`config.mk`:
```
export PLATFORM = sky130hd
export DESIGN_NAME = restoring_div16by8
export DESIGN_NICKNAME = d
export VERILOG_FILES = /design/src/rtl/restoring_div16by8.sv
export SDC_FILE = /design/constraint.sdc
export NUM_CORES = 1
export LEC_CHECK = 0
export BUFFER_PORTS_ARGS = -buffer_cell sky130_fd_sc_hd__buf_2
export CORE_MARGIN = 2
export CORE_UTILIZATION = 55
export DETAILED_ROUTE_END_ITERATION = 12
export HOLD_SLACK_MARGIN = 0.02
export PLACE_DENSITY_LB_ADDON = 0.1
export RECOVER_POWER = 100
export SETUP_SLACK_MARGIN = 0.2
export SYNTH_ARGS = -nofsm -noshare
export SYNTH_HDL_FRONTEND = slang
export SYNTH_SLANG_ARGS = --single-unit
```
`constraint.sdc`:
```
create_clock -name clk -period 1.91 [get_ports clk]
set_input_delay 0.191 -clock clk [delete_from_list [all_inputs] [get_ports clk]]
set_output_delay 0.191 -clock clk [all_outputs]
set_load 0.01 [all_outputs]
```
`src/rtl/restoring_div16by8.sv`:
```
// Sequential restoring divider: one quotient bit per cycle, start/done handshake.
// A zero divisor yields an all-ones quotient and the dividend's low bits as remainder.
module restoring_div16by8 #(
  parameter int DW = 16,
  parameter int VW = 8
) (
  input  logic          clk,
  input  logic          reset,
  input  logic [DW-1:0] dividend,
  input  logic [VW-1:0] divisor,
  input  logic          start,
  output logic [DW-1:0] quotient,
  output logic [VW-1:0] remainder,
  output logic          div_by_zero,
  output logic          busy,
  output logic          done
);

  localparam int CW = $clog2(DW);

  typedef enum logic [1:0] {IDLE, RUN, FIN} state_t;

  state_t        state;
  logic [DW-1:0] d;
  logic [DW-1:0] q;
  logic [VW-1:0] v;
  logic [VW-1:0] lo;
  logic [VW-1:0] r;
  logic [CW-1:0] cnt;

  // r stays below v, so only the trial value needs the extra bit
  logic [VW:0]   t;
  logic [VW-1:0] diff;
  logic          ge;

  always_comb begin
    t    = {r, d[DW-1]};
    ge   = (t >= {1'b0, v});
    diff = t[VW-1:0] - v;
  end

  always_ff @(posedge clk) begin
    if (reset) begin
      state       <= IDLE;
      cnt         <= '0;
      d           <= '0;
      q           <= '0;
      v           <= '0;
      lo          <= '0;
      r           <= '0;
      quotient    <= '0;
      remainder   <= '0;
      div_by_zero <= 1'b0;
      busy        <= 1'b0;
      done        <= 1'b0;
    end else begin
      done <= 1'b0;
      unique case (state)
        IDLE: begin
          if (start) begin
            d           <= dividend;
            v           <= divisor;
            lo          <= dividend[VW-1:0];
            r           <= '0;
            q           <= '0;
            cnt         <= '0;
            busy        <= 1'b1;
            div_by_zero <= (divisor == '0);
            state       <= RUN;
          end
        end
        RUN: begin
          d   <= {d[DW-2:0], 1'b0};
          q   <= {q[DW-2:0], ge};
          r   <= ge ? diff : t[VW-1:0];
          cnt <= cnt + 1'b1;
          if (cnt == CW'(DW - 1)) state <= FIN;
        end
        FIN: begin
          if (v == '0) begin
            quotient  <= '1;
            remainder <= lo;
          end else begin
            quotient  <= q;
            remainder <= r;
          end
          done  <= 1'b1;
          busy  <= 1'b0;
          state <= IDLE;
        end
        default: state <= IDLE;
      endcase
    end
  end

endmodule
```
==> metrics.cfg, run 1 <==
[clock_network]
path_clk_slew_ps=90
worst_skew_pair.late_latency_ps=360
cts_max_level=3
ctsRootBufferMaster=clkbuf_8
clkSinkCount=89
ctsHoldBuffers=0
clock_path_buffers=2
numCtsBuffers=9
tritoncts=done

[placed_design]
port_buffers=53
gp_congestion=0.889
dp.cells=597
place_hpwl_um=6310

[setup_path]
path_max_fanout=5
cp-end-kind=register
critPathKind=reg -> reg
worst_ep_arrival_time_ps=2010
cp.required_ps=2160
critPathLaunchType=register

[floorplanning]
rows=30
die_area_sq_um=7920
pin_count=54
dieHeight_um=89.0
core-area_sq_um=6910
die_x_um=89.0
initial_core_util_pct=57.5

[logic_synthesis]
netlist_area_sq_um=3970
synth_seq_cells=89
synth_edf_count=0
async_flop_share_pct=0
synth.distinct_cells=59
ys.flop_type=dfxtp_1
syn_area_per_cell_sq_um=8.75
syn-instance-count=454
synth_warnings=0
synth_nets=491
ys_seq_area_share_pct=44.9

[grt]
grt_pass1_wl_um=15100
grt_pass1_vias=3195
grt.total_usage_pct=24.9
grt-ovfl-total=0
antenna_found_initial=0
grt_max_degree=47

[route]
drc=0
drt-total-wl_um=9290
vias=3464
viasPerCell=5.52
first_iter_violations=146
dr.pass1.iters=4
ant_nets=0
wl_per_cell_um=14.8

[job]
drv_cap=0

[timing]
finalSetupViolations=0
skew_ps=8.87
setup_tns_ps=0
period_needed_ps=1750
drv_slew=0
relSlewSlack_pct=55.1
hold_violations=0
max_freq_ghz=0.570
rsz0062_at_grt=true
min_period_over_period_pct=91.8
worstMarginPinSlew_ps=667

[status]
status=completed

[final_layout]
final_cells=628
diodes=0
most-common-layout-cells=dfxtp_1 (78), nor2_1 (75), nand2_1 (54), clkbuf_1 (29), buf_4 (28)
syn2layout_area_growth_pct=22.1
fillers=568
drive_above_1_share_pct=26.7
final_util_pct=70.2
final_nets=564
layout_commonest_cell=dfxtp_1

[power_and_ir_drop]
vdd_drop_max_mv=0.567
power_density_nw_per_um2=973
p_leak_nw=1.97

[min_path]
min_path_type=in -> reg

## per-stage QoR
step | hold slack [ps] | total power [mW] | setup slack [ps] | area (sq um)
detailed placement | 450 | 2.95 | 7.98 | 4410
floorplan | 327 | 2.73 | 224 | 4000
global route | 77.1 | 4.91 | 90.9 | 4850
global placement | 444 | 2.93 | 80.4 | 4410
CTS | 58.0 | 4.62 | 190 | 4860
finish | 64.5 | 4.72 | 157 | 4850
## layer usage
| metal | track usage, % | routed length (um) | up-vias |
|---|---|---|---|
| li1 | - | - | 1718 |
| met1 | 34.5 | 4420 | 1640 |
| met2 | 39.2 | 4270 | 91 |
| met3 | 3.51 | 427 | 15 |
| met4 | 10.0 | 167 | 0 |
| met5 | 0 | 0 | - |
## what timing repair did
item                                    in CTS  in global routing
endpoints found under the setup margin      26                 24
buffers inserted                            13                  2
pin swaps                                   10                  5
gates resized for setup                     32                 15
gates cloned                                 0                  0
## where the power goes
group / switching, mW / internal (mW) / leakage [nW]
Clock: 0.734 / 0.764 / 0.114
Sequential: 0.0680 / 1.94 / 0.729
Combinational: 0.618 / 0.596 / 1.12
## cell type report
type	count	area (sq um)	area share (%)
repair buffers	89	503	10.4
flip-flops and latches	89	1800	37.0
clock inverters	7	108	2.22
clock buffers	9	124	2.55
well taps	96	120	2.48
inverters	14	56.3	1.16
multi-input cells	324	2140	44.2
## cells by family (layout without fill, tap and decap cells)
logic type | count (synthesis) | count (layout) | share of synthesized area (%)
multiplexers | 15 | 15 | 3.81
flip-flops | 89 | 89 | 44.9
buffers and inverters | 41 | 119 | 5.01
AND/OR/NAND/NOR | 197 | 197 | 24.5
XOR/XNOR | 3 | 3 | 0.662
adder cells (fa/ha/maj) | 10 | 10 | 3.34
AO/OA/AOI/OAI | 99 | 99 | 17.8
## sequential cells by signal, indices dropped and copies added (netlist names)
name and flops:
v 8, remainder 8, done 1, cnt 4
quotient 16, q 16, busy 1, d 16
div_by_zero 1, r 8, lo 8, state 2
## worst max-delay path, cell delays in order, from the launching register on
cell      delay (ps)
dfxtp_1          350
inv_2             60
ha_4             230
a21oi_4          180
o221ai_4         140
a21oi_4          210
buf_4            160
nand2b_1          60
a32o_1           250
## path summary, 6_finish.rpt
path                    start           to  slack, ps  depth (start not counted)
setup / recovery         v[4]         r[7]        160                          8
hold reg to reg   div_by_zero  div_by_zero        460                          2
setup reg to reg         v[4]         r[7]        160                          8
hold / removal     divisor[0]         v[0]         60                          3
## cell usage after synthesis, drive strengths merged (4+ instances only)
master | number | area share [%]
o21ai | 17 | 2.1
nor2b | 4 | 0.63
a22o | 18 | 4.0
a21oi | 25 | 3.7
nand3 | 7 | 1.0
inv | 13 | 1.3
ha | 9 | 2.8
nor3 | 26 | 4.5
clkbuf | 11 | 1.0
nor4 | 4 | 1.4
a211oi | 17 | 3.2
a2bb2oi | 6 | 1.3
nand2 | 56 | 5.7
dfxtp | 89 | 45
buf | 16 | 2.6
nor2 | 90 | 9.5
mux2i | 14 | 3.5
Power figures use the tool's default switching activity.
==> run 2: changes to the inputs <==
==> constraint.sdc (replaced) <==
create_clock -name clk -period 1.91 [get_ports clk]
set_input_delay 0.191 -clock clk [delete_from_list [all_inputs] [get_ports clk]]
set_output_delay 0.191 -clock clk [all_outputs]
set_load 0.1 [all_outputs]
==> run 2 against run 1 <==
Net effect:
- sequential power about the same
- design area up 0.70%
- hold slack worse by 2.5 ps
- clock power about the same
- first-iteration DRC count up 16%
- register-to-register slack about the same
- utilization up 0.49 points
- count of clock-buffer cells in the layout unchanged
- combinational power about the same
- worst setup slack better by 4.6 ps
- critical endpoint unchanged
==> metrics.cfg, run 2 (synthesis gave the netlist of run 1 again) <==
[power_and_ir_drop]
p_leak_nw=2.06  ; +4.7%
vdd_drop_max_mv=0.565  ; -0.31%
power_density_nw_per_um2=970  ; -0.37%

[timing]
setup_tns_ps=0  ; unchanged
min_period_over_period_pct=91.6  ; -0.24 points
hold_violations=0  ; unchanged
finalSetupViolations=0  ; unchanged
relSlewSlack_pct=55.8  ; +0.77 points
max_freq_ghz=0.572  ; +0.26%
skew_ps=9.87  ; +1.00 ps
drv_slew=0  ; unchanged
period_needed_ps=1750  ; -4.59 ps
worstMarginPinSlew_ps=655  ; -11.4 ps
rsz0062_at_grt=true

[clock_network]
path_clk_slew_ps=100  ; about the same
worst_skew_pair.late_latency_ps=360  ; about the same
clock_path_buffers=2  ; unchanged
clkSinkCount=89  ; unchanged
ctsRootBufferMaster=clkbuf_8
tritoncts=done
cts_max_level=3  ; unchanged
numCtsBuffers=9  ; unchanged

[grt]
grt_pass1_vias=3195  ; unchanged
grt.total_usage_pct=24.9  ; unchanged
grt_pass1_wl_um=15100  ; unchanged
grt-ovfl-total=0  ; unchanged
antenna_found_initial=0  ; unchanged
grt_max_degree=47  ; unchanged

[route]
dr.pass1.iters=5  ; +1
drc=0  ; unchanged
viasPerCell=5.52  ; +0.12%
wl_per_cell_um=14.8  ; about the same
vias=3468  ; +0.12%
drt-total-wl_um=9280  ; about the same
ant_nets=0  ; unchanged
first_iter_violations=169  ; +16%

[setup_path]
r2r_start=v[4]
crit_start=v[4]
cp_cell_sequence=inv_2 -> ha_4 -> a21oi_4 -> o221ai_4 -> a21oi_4 -> buf_4 -> nand2b_1 -> a32o_1
r2r_end=r[7]
cp.required_ps=2170  ; about the same
r2r_cells=8  ; unchanged
crit_slowest_cell=dfxtp_1
critPathKind=reg -> reg
cp-end-kind=register
path_max_fanout=5  ; unchanged
r2r_slack_ps=160  ; about the same
max_stage_delay_ps=350  ; about the same
cpMostUsedCell=a21oi_4
worst_ep_arrival_time_ps=2000  ; about the same
critPathLaunchType=register
endpoint=r[7]

[floorplanning]
rows=30  ; unchanged
die_area_sq_um=7920  ; unchanged
pin_count=54  ; unchanged
dieHeight_um=89.0  ; unchanged
die_x_um=89.0  ; unchanged
core-area_sq_um=6910  ; unchanged
initial_core_util_pct=57.5  ; unchanged

[final_layout]
reg_top3=d: 16 flops, q: 16 flops, quotient: 16 flops
diodes=0  ; unchanged
syn2layout_area_growth_pct=23.0
final_area_sq_um=4880  ; +0.70%
most-common-layout-cells=dfxtp_1 (78), nor2_1 (75), nand2_1 (54), clkbuf_2 (30), buf_4 (28)
drive_above_1_share_pct=31.8  ; +5.1 points
layout_commonest_cell=dfxtp_1
final_nets=564  ; unchanged

[placed_design]
gp_congestion=0.889  ; unchanged
place_area_sq_um=4410  ; unchanged
port_buffers=53  ; unchanged
place_hpwl_um=6310  ; unchanged

[job]
drv_cap=0  ; unchanged

[min_path]
min_path_type=in -> reg
min_path_cells=3  ; unchanged

[status]
status=completed

run 2: cell counts in the layout (fill, tap and decap cells not counted):
Identical to the previous run, type by type.
run 2: per-stage QoR:
step                      power [mW]  setup WS, ps  util [%]  instances  hold WS [ps]
after floorplan                 2.74           224         -        454           327
after global placement          2.94          80.4      63.9        597           444
after detailed placement        2.96          7.98      63.9        597           450
after CTS                       4.63           190      70.4        626          58.0
after global routing            4.93          90.9      70.7        628          77.1
final                           4.74           161      70.7        628          62.0
run 2: what timing repair did:
action,4_1_cts,5_1_grt
hold buffers,0,0
gates resized for setup,32,15
setup buffers,13,2
setup endpoints to repair,26,24
pin swaps,10,5
run 2: cell type report:
| cell class | instances | area (sq um) |
|---|---|---|
| Multi-Input combinational cell | 324 | 2140 |
| Fill cell | 563 | 2020 |
| Sequential cell | 89 | 1800 |
| Timing Repair Buffer | 89 | 537 |
| Clock buffer | 9 | 124 |
| Tap cell | 96 | 120 |
| Clock inverter | 7 | 108 |
| Inverter | 14 | 56.3 |
run 2: worst min-delay path by stage:
stage / from / endpoint
2_1_floorplan: dividend[1] / lo[1]
6_report: divisor[0] / v[0]
3_3_place_gp: divisor[1] / v[1]
5_1_grt: divisor[3] / v[3]
3_5_place_dp: dividend[4] / lo[4]
4_1_cts: divisor[0] / v[0]
run 2: metal layers:
layer	global-route usage, %	wire length (um)
met2	39.2	4280
met5	0	0
met3	3.51	417
met1	34.5	4410
met4	10.0	165
run 2: worst max-delay path, delay by kind of cell, from the launching register on:
family                     cells  cell delay, ps
AOI/OAI and AO/OA              4             770
adders and majority gates      1             240
buffers and inverters          2             220
DFF                            1             350
and+or+nand+nor                1              60
run 2: where the power goes:
group | internal (mW) | total, mW | switching, mW
logic | 0.596 | 1.23 | 0.629
registers | 1.94 | 2.01 | 0.0683
clock network | 0.764 | 1.50 | 0.737
total | 3.30 | 4.74 | 1.43
==> run 3: changes to the inputs <==
--- a/config.mk
+++ b/config.mk
@@ -6,7 +6,6 @@
 export NUM_CORES = 1
 export LEC_CHECK = 0
 export BUFFER_PORTS_ARGS = -buffer_cell sky130_fd_sc_hd__buf_2
-export CORE_MARGIN = 2
 export CORE_UTILIZATION = 55
 export DETAILED_ROUTE_END_ITERATION = 12
 export HOLD_SLACK_MARGIN = 0.02
==> run 3 against run 2 <==
Net effect:
- hold slack improved by 5.0 ps
- clock power decreased by 9%
- combinational power decreased by 4%
- clock skew decreased by 1.2 ps
- utilization decreased by 1.5 points
- design area decreased by 2.7%
- sequential share of layout area increased by 1.1 points
- die area decreased by 4.4%
- non-clock buffer count decreased by 9
- critical endpoint is now r[6]
==> metrics.cfg, run 3 (synthesis gave the netlist of run 1 again) <==
[route]
ant_nets=0  ; unchanged
wl_per_cell_um=14.3  ; -3.2%
vias=3347  ; -3.5%
first_iter_violations=229  ; +36%
viasPerCell=5.41  ; -2.1%
dr.pass1.iters=4  ; -1
drc=0  ; unchanged
drt-total-wl_um=8850  ; -4.6%

[final_layout]
final_util_pct=69.2  ; -1.5 points
final_nets=555  ; -1.6%
diodes=0  ; unchanged
drive_above_1_share_pct=30.0  ; -1.7 points
most-common-layout-cells=nor2_1 (77), dfxtp_1 (77), nand2_1 (54), clkbuf_2 (30), buf_2 (26)
final_cells=619  ; -1.4%
reg_top3=d: 16 flops, q: 16 flops, quotient: 16 flops
final_area_sq_um=4750  ; -2.7%
syn2layout_area_growth_pct=19.7

[floorplanning]
pin_count=54  ; unchanged
dieHeight_um=87.0  ; -2.2%
die_area_sq_um=7560  ; -4.4%
initial_core_util_pct=57.8  ; +0.31 points
rows=30  ; unchanged
die_x_um=87.0  ; -2.2%
core-area_sq_um=6870  ; -0.54%

[grt]
grt_pass1_wl_um=14300  ; -5.4%
grt-ovfl-total=0  ; unchanged
grt_pass1_vias=2911  ; -8.9%
grt.total_usage_pct=24.7  ; -0.18 points
antenna_found_initial=0  ; unchanged
grt_max_degree=42  ; -11%

[setup_path]
cp-end-kind=register
cp.required_ps=2210  ; +40 ps
r2r_end=r[6]
critPathKind=reg -> reg
path_max_fanout=5  ; unchanged
r2r_start=v[1]
r2r_cells=9  ; +1
critPathLaunchType=register
r2r_slack_ps=90  ; -70 ps
worst_ep_arrival_time_ps=2120  ; +120 ps

[timing]
hold_violations=0  ; unchanged
setup_tns_ps=0  ; unchanged
finalSetupViolations=0  ; unchanged
rsz0062_at_grt=true
worstMarginPinSlew_ps=887  ; +231 ps
hold_ws_ps=67.0  ; +5.00 ps
skew_ps=8.69  ; -1.18 ps
drv_slew=0  ; unchanged
relSlewSlack_pct=40.9  ; -15 points
period_needed_ps=1820  ; +70.3 ps
max_freq_ghz=0.550  ; -3.9%
min_period_over_period_pct=95.2  ; +3.7 points

[placed_design]
gp_congestion=0.910  ; +2.4%
place_area_sq_um=4400  ; -0.23%
port_buffers=53  ; unchanged
place_hpwl_um=6060  ; -4.0%
dp.cells=594  ; -0.50%

[clock_network]
ctsHoldBuffers=0  ; unchanged
clock_path_buffers=2  ; unchanged
clkSinkCount=89  ; unchanged
tritoncts=done
ctsRootBufferMaster=clkbuf_8
numCtsBuffers=9  ; unchanged
worst_skew_pair.late_latency_ps=360  ; about the same
cts_max_level=3  ; unchanged
path_clk_slew_ps=90  ; about the same

[power_and_ir_drop]
vdd_drop_max_mv=0.446  ; -21%
switching_share_pct=30.1  ; -0.18 points
clkPwrFrac_pct=30.1  ; -1.6 points
combPwrFrac_pct=25.9  ; about the same
intPower_mw=3.19  ; -3.6%
p_switching_mw=1.37  ; -4.4%
power_density_nw_per_um2=959  ; -1.2%
p_seq_share_pct=44.1  ; +1.7 points
p_leak_nw=2.01  ; -2.4%

[status]
status=completed

[job]
drv_cap=0  ; unchanged

[min_path]
min_path_type=in -> reg
whs_endpoint=v[0]
min_path_cells=3  ; unchanged
worstHoldStart=divisor[0]

-- run 3: changes by cell type in the layout (fill, tap and decap cells not counted), moves of 2 or more --
| cell | before | now |
|---|---|---|
| clkinv_2 | 0 | 2 |
| ha_2 | 1 | 3 |
| ha_4 | 7 | 5 |
| buf_4 | 28 | 20 |
| nor2_4 | 3 | 1 |
| nor2_1 | 75 | 77 |
-- run 3: repair_timing --
item | in CTS | in global routing
pin swaps | 3 | 11
gates cloned | 0 | 1
gates resized for setup | 17 | 21
endpoints found under the setup margin | 8 | 10
setup buffers | 3 | 5
-- run 3: worst max path at each step --
stage / from / endpoint / slack, ps / depth (start not counted)
CTS: v[1] / r[7] / 190 / 7
finish: v[1] / r[6] / 90 / 9
detailed placement: v[6] / r[7] / 90 / 8
global placement: d[15] / r[6] / 140 / 8
global route: v[1] / r[5] / -0.5 / 9
floorplan: d[15] / r[6] / 220 / 8
-- run 3: area by class of cell --
type / instances / area (sq um)
well taps: 96 / 120
repair buffers: 80 / 499
clock inverters: 6 / 72.6
inverters: 14 / 56.3
multi-input cells: 324 / 2070
flip-flops and latches: 89 / 1800
clock buffers: 10 / 138
fillers: 591 / 2120
-- run 3: metrics by stage --
step | setup slack, ps | power [mW]
2_1_floorplan | 224 | 2.74
3_5_place_dp | 87.8 | 2.98
6_report | 90.8 | 4.56
3_3_place_gp | 137 | 2.97
5_1_grt | -0.480 | 4.78
4_1_cts | 190 | 4.42
-- run 3: critical path, cell delays in order, from the launching register on --
cell and delay, ps:
dfxtp_1 370, inv_1 60, ha_2 330, nand2_1 70, o21ai_2 220, a21oi_4 110, clkbuf_16 170, buf_4 130
a211o_1 220, nand2_1 60
-- run 3: power groups by stage --
stage	sequential (mW)	combinational, mW	clock (mW)
global route	2.02	1.27	1.49
finish	2.01	1.18	1.37
detailed placement	2.04	0.938	0
floorplan	2.04	0.695	0
global placement	2.04	0.928	0
CTS	2.00	1.01	1.40
-- run 3: layer usage --
metal | share of wire [%] | wire (um) | GRT usage, %
met4 | 1.5 | 134 | 9.09
met2 | 44 | 3870 | 34.9
met1 | 49 | 4370 | 36.6
met5 | 0 | 0 | 0
met3 | 5.4 | 480 | 5.12
